==> src/rtl/led_pwm_fader_pkg.sv <==
// Shared types and defaults for the LED PWM fader.
// Channel state encoding plus parameter defaults.
package led_pwm_fader_pkg;

    localparam int DEF_CHANNELS = 5;
    localparam int DEF_PWM_BITS = 8;
    localparam int DEF_RAMP_DIV = 4;
    localparam int DEF_STEP     = 1;

    typedef enum logic [1:0] {
        OFF  = 2'd0,
        RISE = 2'd1,
        ON   = 2'd2,
        FALL = 2'd3
    } ch_state_t;

    function automatic logic is_moving(input ch_state_t s);
        return (s == RISE) || (s == FALL);
    endfunction

endpackage

==> src/rtl/led_pwm_fader_channel.sv <==
// One LED channel: saturating brightness ramp and state.
// Level and state only move on a shared ramp step.
module led_fade_channel
    import led_pwm_fader_pkg::*;
#(
    parameter int PWM_BITS = DEF_PWM_BITS,
    parameter int STEP     = DEF_STEP
) (
    input  logic                clk,
    input  logic                rst,
    input  logic                step,
    input  logic                target,
    output logic [PWM_BITS-1:0] level,
    output ch_state_t           state
);

    localparam logic [PWM_BITS:0]   MAX_W  = {1'b0, {PWM_BITS{1'b1}}};
    localparam logic [PWM_BITS:0]   STEP_W = (PWM_BITS+1)'(STEP);
    localparam logic [PWM_BITS-1:0] MAX_L  = {PWM_BITS{1'b1}};
    localparam logic [PWM_BITS-1:0] ZERO_L = '0;

    logic [PWM_BITS:0]   up;
    logic [PWM_BITS:0]   dn;
    logic [PWM_BITS-1:0] nxt_level;
    ch_state_t           nxt_state;
    logic                at_max;
    logic                at_zero;

    // Saturating next level, one bit wider so nothing wraps.
    always_comb begin
        up = {1'b0, level} + STEP_W;
        dn = {1'b0, level} - STEP_W;
        nxt_level = level;
        if (target) begin
            if (up > MAX_W)
                nxt_level = MAX_L;
            else
                nxt_level = up[PWM_BITS-1:0];
        end else begin
            // Borrow out of the wide subtract means we hit bottom.
            if (dn[PWM_BITS])
                nxt_level = ZERO_L;
            else
                nxt_level = dn[PWM_BITS-1:0];
        end
        at_max  = (nxt_level == MAX_L);
        at_zero = (nxt_level == ZERO_L);
    end

    // Next state from current state, target and the new level.
    always_comb begin
        nxt_state = state;
        unique case (state)
            OFF: begin
                if (target)
                    nxt_state = at_max ? ON : RISE;
            end
            RISE: begin
                if (!target)
                    nxt_state = at_zero ? OFF : FALL;
                else if (at_max)
                    nxt_state = ON;
            end
            ON: begin
                if (!target)
                    nxt_state = at_zero ? OFF : FALL;
            end
            FALL: begin
                if (target)
                    nxt_state = at_max ? ON : RISE;
                else if (at_zero)
                    nxt_state = OFF;
            end
        endcase
    end

    // Commit level and state on each ramp step.
    always_ff @(posedge clk or posedge rst) begin
        if (rst) begin
            level <= '0;
            state <= OFF;
        end else if (step) begin
            level <= nxt_level;
            state <= nxt_state;
        end
    end

endmodule

==> src/rtl/led_pwm_fader.sv <==
// Multi-channel LED PWM fader top.
// Shared PWM counter and ramp prescaler drive per-channel faders.
module led_pwm_fader
    import led_pwm_fader_pkg::*;
#(
    parameter int CHANNELS = DEF_CHANNELS,
    parameter int PWM_BITS = DEF_PWM_BITS,
    parameter int RAMP_DIV = DEF_RAMP_DIV,
    parameter int STEP     = DEF_STEP
) (
    input  logic                clk,
    input  logic                rst,
    input  logic                enable,
    input  logic [CHANNELS-1:0] pattern,
    output logic [CHANNELS-1:0] led,
    output logic                ramp_tick,
    output logic                busy
);

    localparam int PW = (RAMP_DIV > 1) ? $clog2(RAMP_DIV) : 1;
    localparam logic [PW-1:0]       PRE_LAST = PW'(RAMP_DIV - 1);
    localparam logic [PWM_BITS-1:0] MAX_L    = {PWM_BITS{1'b1}};

    logic [CHANNELS-1:0] target_q;
    logic [PWM_BITS-1:0] pwm_cnt;
    logic [PW-1:0]       prescaler;
    logic                period_end;
    logic                ramp_step;

    logic [PWM_BITS-1:0] level [CHANNELS];
    ch_state_t           state [CHANNELS];

    logic [CHANNELS-1:0] led_nxt;
    logic                moving;

    assign period_end = (pwm_cnt == MAX_L) & enable;
    assign ramp_step  = period_end & (prescaler == PRE_LAST);

    // Resynchronise the pattern; all decisions use this copy.
    always_ff @(posedge clk or posedge rst) begin
        if (rst)
            target_q <= '0;
        else
            target_q <= pattern;
    end

    // Free-running PWM counter, frozen while disabled.
    always_ff @(posedge clk or posedge rst) begin
        if (rst)
            pwm_cnt <= '0;
        else if (enable)
            pwm_cnt <= pwm_cnt + 1'b1;
    end

    // Count PWM periods; wrap marks a ramp step.
    always_ff @(posedge clk or posedge rst) begin
        if (rst)
            prescaler <= '0;
        else if (period_end) begin
            if (prescaler == PRE_LAST)
                prescaler <= '0;
            else
                prescaler <= prescaler + 1'b1;
        end
    end

    for (genvar i = 0; i < CHANNELS; i++) begin : g_ch
        led_fade_channel #(
            .PWM_BITS (PWM_BITS),
            .STEP     (STEP)
        ) u_ch (
            .clk    (clk),
            .rst    (rst),
            .step   (ramp_step),
            .target (target_q[i]),
            .level  (level[i]),
            .state  (state[i])
        );
    end

    // PWM compare per channel and any-channel-moving flag.
    always_comb begin
        led_nxt = '0;
        moving  = 1'b0;
        for (int i = 0; i < CHANNELS; i++) begin
            led_nxt[i] = enable & (level[i] > pwm_cnt);
            moving     = moving | is_moving(state[i]);
        end
    end

    // Register all outputs.
    always_ff @(posedge clk or posedge rst) begin
        if (rst) begin
            led       <= '0;
            ramp_tick <= 1'b0;
            busy      <= 1'b0;
        end else begin
            led       <= led_nxt;
            ramp_tick <= ramp_step;
            busy      <= moving;
        end
    end

endmodule

==> config.mk <==
export PLATFORM = sky130hd
export DESIGN_NAME = led_pwm_fader
export DESIGN_NICKNAME = d
export VERILOG_FILES = /design/src/rtl/led_pwm_fader_pkg.sv /design/src/rtl/led_pwm_fader_channel.sv /design/src/rtl/led_pwm_fader.sv
export SDC_FILE = /design/constraint.sdc
export NUM_CORES = 1
export LEC_CHECK = 0
export CORE_ASPECT_RATIO = 1.75
export CORE_MARGIN = 3
export CORE_UTILIZATION = 65
export CTS_CLUSTER_DIAMETER = 120
export DETAILED_ROUTE_END_ITERATION = 7
export DONT_BUFFER_PORTS = 1
export MAX_ROUTING_LAYER = met4
export PLACE_DENSITY_LB_ADDON = 0.2
export SLEW_MARGIN = 30
export SYNTH_ARGS = -nofsm -noshare
export SYNTH_HDL_FRONTEND = slang
export SYNTH_SLANG_ARGS = --single-unit
==> constraint.sdc <==
create_clock -name clk -period 3.05 [get_ports clk]
set_input_delay 0.4575 -clock clk [delete_from_list [all_inputs] [get_ports clk]]
set_output_delay 0.4575 -clock clk [all_outputs]
set_load 0.01 [all_outputs]
======== Word-level counts from Yosys, hierarchy flattened ========
Cells that the tools add are included.
storage, ports and cells
  register bits after elaboration ......... 72
  input port bits ......................... 8
  output and inout port bits .............. 7
cells by class
  $lt $le $gt $ge ......................... 10
  reductions and logical operators ........ 20
  bitwise operators ....................... 11
  muxes and demuxes ....................... 61
  $add $sub $neg .......................... 12
  equal/unequal tests ..................... 42
operator list
  cell                   count
  $mux W8                15
  $mux W2                41
  $eq A8 B8 Y1 const B   6
  $add A8 B1 Y9 const B  5
  $gt A9 B8 Y1 const B   5
  $sub A8 B1 Y9 const B  5
  $gt A8 B8 Y1           5
  $logic_not A8 Y1       5
  $pmux W2 S4            5
  $ne A3 B2 Y1 const B   10
  $reduce_and A5 Y1      5
  $eq A2 B2 Y1 const B   11
  $ne A2 B2 Y1 const B   10
  $eq A2 B1 Y1 const B   5
  $logic_not A2 Y1       5
  $add A8 B1 Y8 const B  1
  $and A1 B1 Y1          7
  $logic_or A1 B1 Y1     5
  $or A1 B1 Y1           4
  $add A2 B1 Y2 const B  1

======== Logic depth before layout (Yosys ltp) ========
Gate-level depths: netlist (run 1).
  depth in word-level cells ............... 8
  gate-level depth with buffers ........... 10
  gate-level depth less buffers ........... 9

======== Cells and area by module ========
From an unflattened synthesis (run 1), not the netlist that was laid out.
unflattened totals
  cells, all modules ...................... 716
  area, all modules ....................... 6060.8 µm²
by module, submodules not included
  module            instances  area each (µm²)  seq. area each (µm²)  cells an instance
  led_fade_channel  5          879.6            250.2                 111
  led_pwm_fader     1          1662.8           550.5                 161

======== Least setup slack after synthesis (run 1) ========
No wires, ideal clock.
  path type ............................... register to register
  start point ............................. register g_ch[4].u_ch.level[0]
  end point ............................... register g_ch[4].u_ch.state[1]
  required time ........................... 2922 ps
  arrival ................................. 2573 ps
  stages on the path, launching flop included .. 10
  library setup time ...................... 128 ps
  setup slack ............................. 349 ps
  period minus slack after synthesis ...... 2701 ps
  cell sequence ........................... dfrtp_1 > inv_1 > ha_1 > or3b_4 > or3_4 > xnor2_1 > o221ai_1 > nand3_1 > or4_1 > a21boi_1
on the way
  cells in the longest elaborated chain, start to end .. 8
RTL lines
  element                                                  line                                                      RTL
  start: declaration                                       led_pwm_fader_channel.sv:13                               output logic [PWM_BITS-1:0] level,
  start signal: assignment                                 led_pwm_fader_channel.sv:83                               level <= nxt_level;
  $add A8 B1 Y9                                            led_pwm_fader_channel.sv:31                               up = {1'b0, level} + STEP_W;
  $gt A9 B8 Y1                                             led_pwm_fader_channel.sv:35                               if (up > MAX_W)
  $mux W8                                                  led_pwm_fader_channel.sv:35
  $mux W8 (*)                                              led_pwm_fader_channel.sv:34                               if (target) begin
  $eq A8 B8 Y1 / $logic_not A8 Y1 (equally long branches)  led_pwm_fader_channel.sv:46, led_pwm_fader_channel.sv:47
  $mux W2, on equally long branches (2 in a row)           -
  $pmux W2 S4                                              led_pwm_fader_channel.sv:53                               unique case (state)
  end signal: assignment                                   led_pwm_fader_channel.sv:84                               state <= nxt_state;
  end: declaration                                         led_pwm_fader_channel.sv:14                               output ch_state_t state
Mark *: on every way between the ends. The rest lies on a longest branch, timed or not. The select of a mux whose other input is x is not followed.
A chain may end at the register's enable or synchronous reset.

======== Worst setup path in the final report (run 1) ========
  start point ............................. register g_ch[1].u_ch.level[0]
  end point ............................... register g_ch[1].u_ch.state[1]
on the way
  cells in the longest elaborated chain, start to end .. 8
RTL lines
  element                                                  line
  start: declaration                                       led_pwm_fader_channel.sv:13
  start signal: assignment                                 led_pwm_fader_channel.sv:83
  $add A8 B1 Y9                                            led_pwm_fader_channel.sv:31
  $gt A9 B8 Y1                                             led_pwm_fader_channel.sv:35
  $mux W8                                                  led_pwm_fader_channel.sv:35
  $mux W8 (*)                                              led_pwm_fader_channel.sv:34
  $eq A8 B8 Y1 / $logic_not A8 Y1 (equally long branches)  led_pwm_fader_channel.sv:46, led_pwm_fader_channel.sv:47
  $mux W2, on equally long branches (2 in a row)           -
  $pmux W2 S4                                              led_pwm_fader_channel.sv:53
  end signal: assignment                                   led_pwm_fader_channel.sv:84
  end: declaration                                         led_pwm_fader_channel.sv:14
Marked as above.

==> reports/results.tsv, run 1 <==
metric	value	unit
run status	complete, no violations	
unrepaired setup endpoints after global routing	no	
Crit Path Class	reg2reg	
Post-DRT Antenna Nets	0	
worst-margin pin slew	812	ps
Hold Buf Count CTS	0	
commonest non-fill, non-tap cell in the layout	nand2_1	
ys async rst share	1.00	
Pre-antenna DRT Iters	5	
Worst setup EP type	register	
Routed WL	17400	um
# H-tree levels	3	
largest net degree at the start of global routing	44	
wire per inst	19.5	um
synthesized area per cell	8.06	um^2
die extent in y	136	um
vias in the first global route	5940	
commonest non-fill, non-tap cells in the layout	nand2_1, dfrtp_1, o21ai_0, ha_1, a21oi_1	
io pins	15	
Max Cap Violations	0	
Via density	6.83	
row count	47	
Mapped Area	6320	um^2
f_max	351	MHz
vias post-DR	6080	
Synth Flop Type	dfrtp_1	
unique cell type count in the Yosys netlist	84	
CTS sink count	72	
cts repair resizes	0	
worst min path class	in2async	
clock skew	4.74	ps
RePlAce Congestion	1.02	
synthesis-to-finish area growth	6.43	%
Sequential cell area	1800	um^2
number of fill cells in the layout	742	
#FFs+latches synth	72	
ant diodes	0	
Clock Path Buffers	2	
Initial Util	0.668	
Synth Area in Compound Gates	0.243	
PwrDens	410	nW/um^2
Setup Buffers After CTS	0	
GRT overflow	0	
final design utilization	0.710	
DRC violations left	0	
Worst slew margin	0.452	
worst setup margin	199	ps
initial DRC count	433	
Die X	80.5	um
worst skew pair latency	340	ps
register area share after synthesis	0.285	
Crit Path Max Fanout	9	
CTS tree	yes	
Setup Total Neg Slack	0	ps
Synth Instances	784	
DP Worst Slack	242	ps
GRT Util Overall	0.344	
post-synthesis xor/xnor area fraction	0.0249	
Core Region	9470	um^2
Yosys Warn Count	0	
Worst EP required	3260	ps
final slew viol count	0	
number of synthesized flops with an enable pin	0	
Adder-Cell Fraction of Synth Area	0.109	
CP Launch Type	register	
Die Area	11000	um^2
initial antenna violation count	0	
largest family of logic cells by synthesized area	simple AND/OR/NAND/NOR gates	
Multi-input gate area	4150	um^2
syn_nets	847	
PortBufs	0	
endpoints failing setup	0	
Period minus WS final	2850	ps
share of cells above drive strength 1	0.0924	
Reg clk slew, reported paths	60	ps
P_leak	3.04	nW
Clk Tree Root Cell	clkbuf_16	
Final Hold Fails	0	
maximum VDD drop	329	uV
global-route wire length before repair	28700	um
Post-Synth Simple-Gate Area	0.264	
fin crit share	0.935	
CP arrival	3060	ps
Final HPWL DP	12600	um
CTS Buf Count	9	
Final #Nets	826	
mux cell area share after synthesis	0.0170	
[cell families after synthesis]
group	Yosys count
adders and majority gates	55
muxes	10
and+or+nand+nor	311
AOI/OAI and AO/OA	226
DFF	72
buffers and inverters	92
xor gates and xnor gates	18
[sequential cells by signal, indices dropped and copies added, names as in the netlist]
register and cells:
busy 1, g_ch.u_ch.level 40, g_ch.u_ch.state 10, led 5
prescaler 2, pwm_cnt 8, ramp_tick 1, target_q 5
[worst paths after layout]
| kind | start | endpoint | slack [ps] | cells after the start |
|---|---|---|---|---|
| max in group asynchronous | rst | g_ch[1].u_ch.level[2] | 2410 | 2 |
| setup / recovery | g_ch[1].u_ch.level[0] | g_ch[1].u_ch.state[1] | 200 | 9 |
| min in group clk | pattern[2] | target_q[2] | 140 | 0 |
| hold / removal | rst | g_ch[2].u_ch.level[2] | 20 | 1 |
| hold reg to reg | pwm_cnt[7] | pwm_cnt[7] | 490 | 1 |
| setup reg to reg | g_ch[1].u_ch.level[0] | g_ch[1].u_ch.state[1] | 200 | 9 |
[cell usage after synthesis (3+ instances only)]
cell type	number	area, um^2
a211o_1	4	35.0
a211oi_1	9	67.6
a21boi_0	4	30.0
a21o_1	13	97.6
a21oi_1	43	215
a22oi_1	5	37.5
a311oi_1	4	35.0
a31o_2	5	43.8
a31oi_1	13	81.3
a32oi_1	3	26.3
and2_1	8	50.1
and3_1	13	81.3
and4_1	5	43.8
buf_1	3	11.3
buf_2	7	35.0
clkbuf_1	43	161
dfrtp_1	72	1800
ha_1	55	688
inv_1	36	135
mux2_2	6	67.6
mux2i_1	4	40.0
nand2_1	94	353
nand2b_1	9	56.3
nand3_1	25	125
nand3b_1	3	22.5
nand4_1	26	163
nor2_1	41	154
nor2b_1	9	56.3
nor3_1	26	130
nor3b_1	3	22.5
nor4_1	13	81.3
nor4_2	3	37.5
nor4b_1	3	26.3
o211a_1	9	90.1
o21a_1	5	37.5
o21ai_0	61	305
o21bai_1	4	30.0
o221ai_1	4	35.0
o22ai_1	3	18.8
o31ai_1	5	37.5
or2_2	3	18.8
or3_1	7	43.8
or4_1	4	30.0
xnor2_1	13	114
xor2_1	5	43.8
[area by class of cell]
| class | count | area share |
|---|---|---|
| timing repair buffer | 24 | 0.0286 |
| multi-input combinational | 620 | 0.618 |
| sequential | 72 | 0.268 |
| clock buffer | 10 | 0.0340 |
| clock inverter | 6 | 0.00893 |
| inverter | 36 | 0.0203 |
| tap | 122 | 0.0227 |
[worst max-delay path, cell delays in order, from the launching register on]
cell and delay (ps):
dfrtp_1 470, inv_1 150, ha_1 240, nor4b_4 320, nand2_1 120, a211o_1 320
a311oi_2 390, o31ai_1 150, a21oi_1 190, or3b_1 380
[report_power, final]
part	switching [mW]	internal, mW
clock network	0.414	0.629
registers	0.0595	1.01
logic	0.397	0.245
[metrics by stage]
stage                     instances  power, mW  area (um^2)  hold slack, ps
final                           890       2.76         6730            20.4
after global routing            890       2.90         6730            52.6
after CTS                       890       2.76         6730            36.2
after detailed placement        874       1.72         6440             396
after global placement          874       1.66         6440             384
after floorplan                 784       1.53         6320             445
[per-layer routing]
| layer | track usage | vias up | wire, um |
|---|---|---|---|
| li1 | - | 2868 | - |
| met1 | 0.369 | 2903 | 6640 |
| met2 | 0.588 | 237 | 9010 |
| met3 | 0.0557 | 72 | 839 |
| met4 | 0.200 | 0 | 902 |
| met5 | - | - | 0 |
No activity file was read; power rests on OpenSTA's default activity.
==> run 2: changes to the inputs <==
Settings changed: CAP_MARGIN from default to 20.
==> results of run 2 <==
Final layout, timing and power as in run 1 (identical DEF).
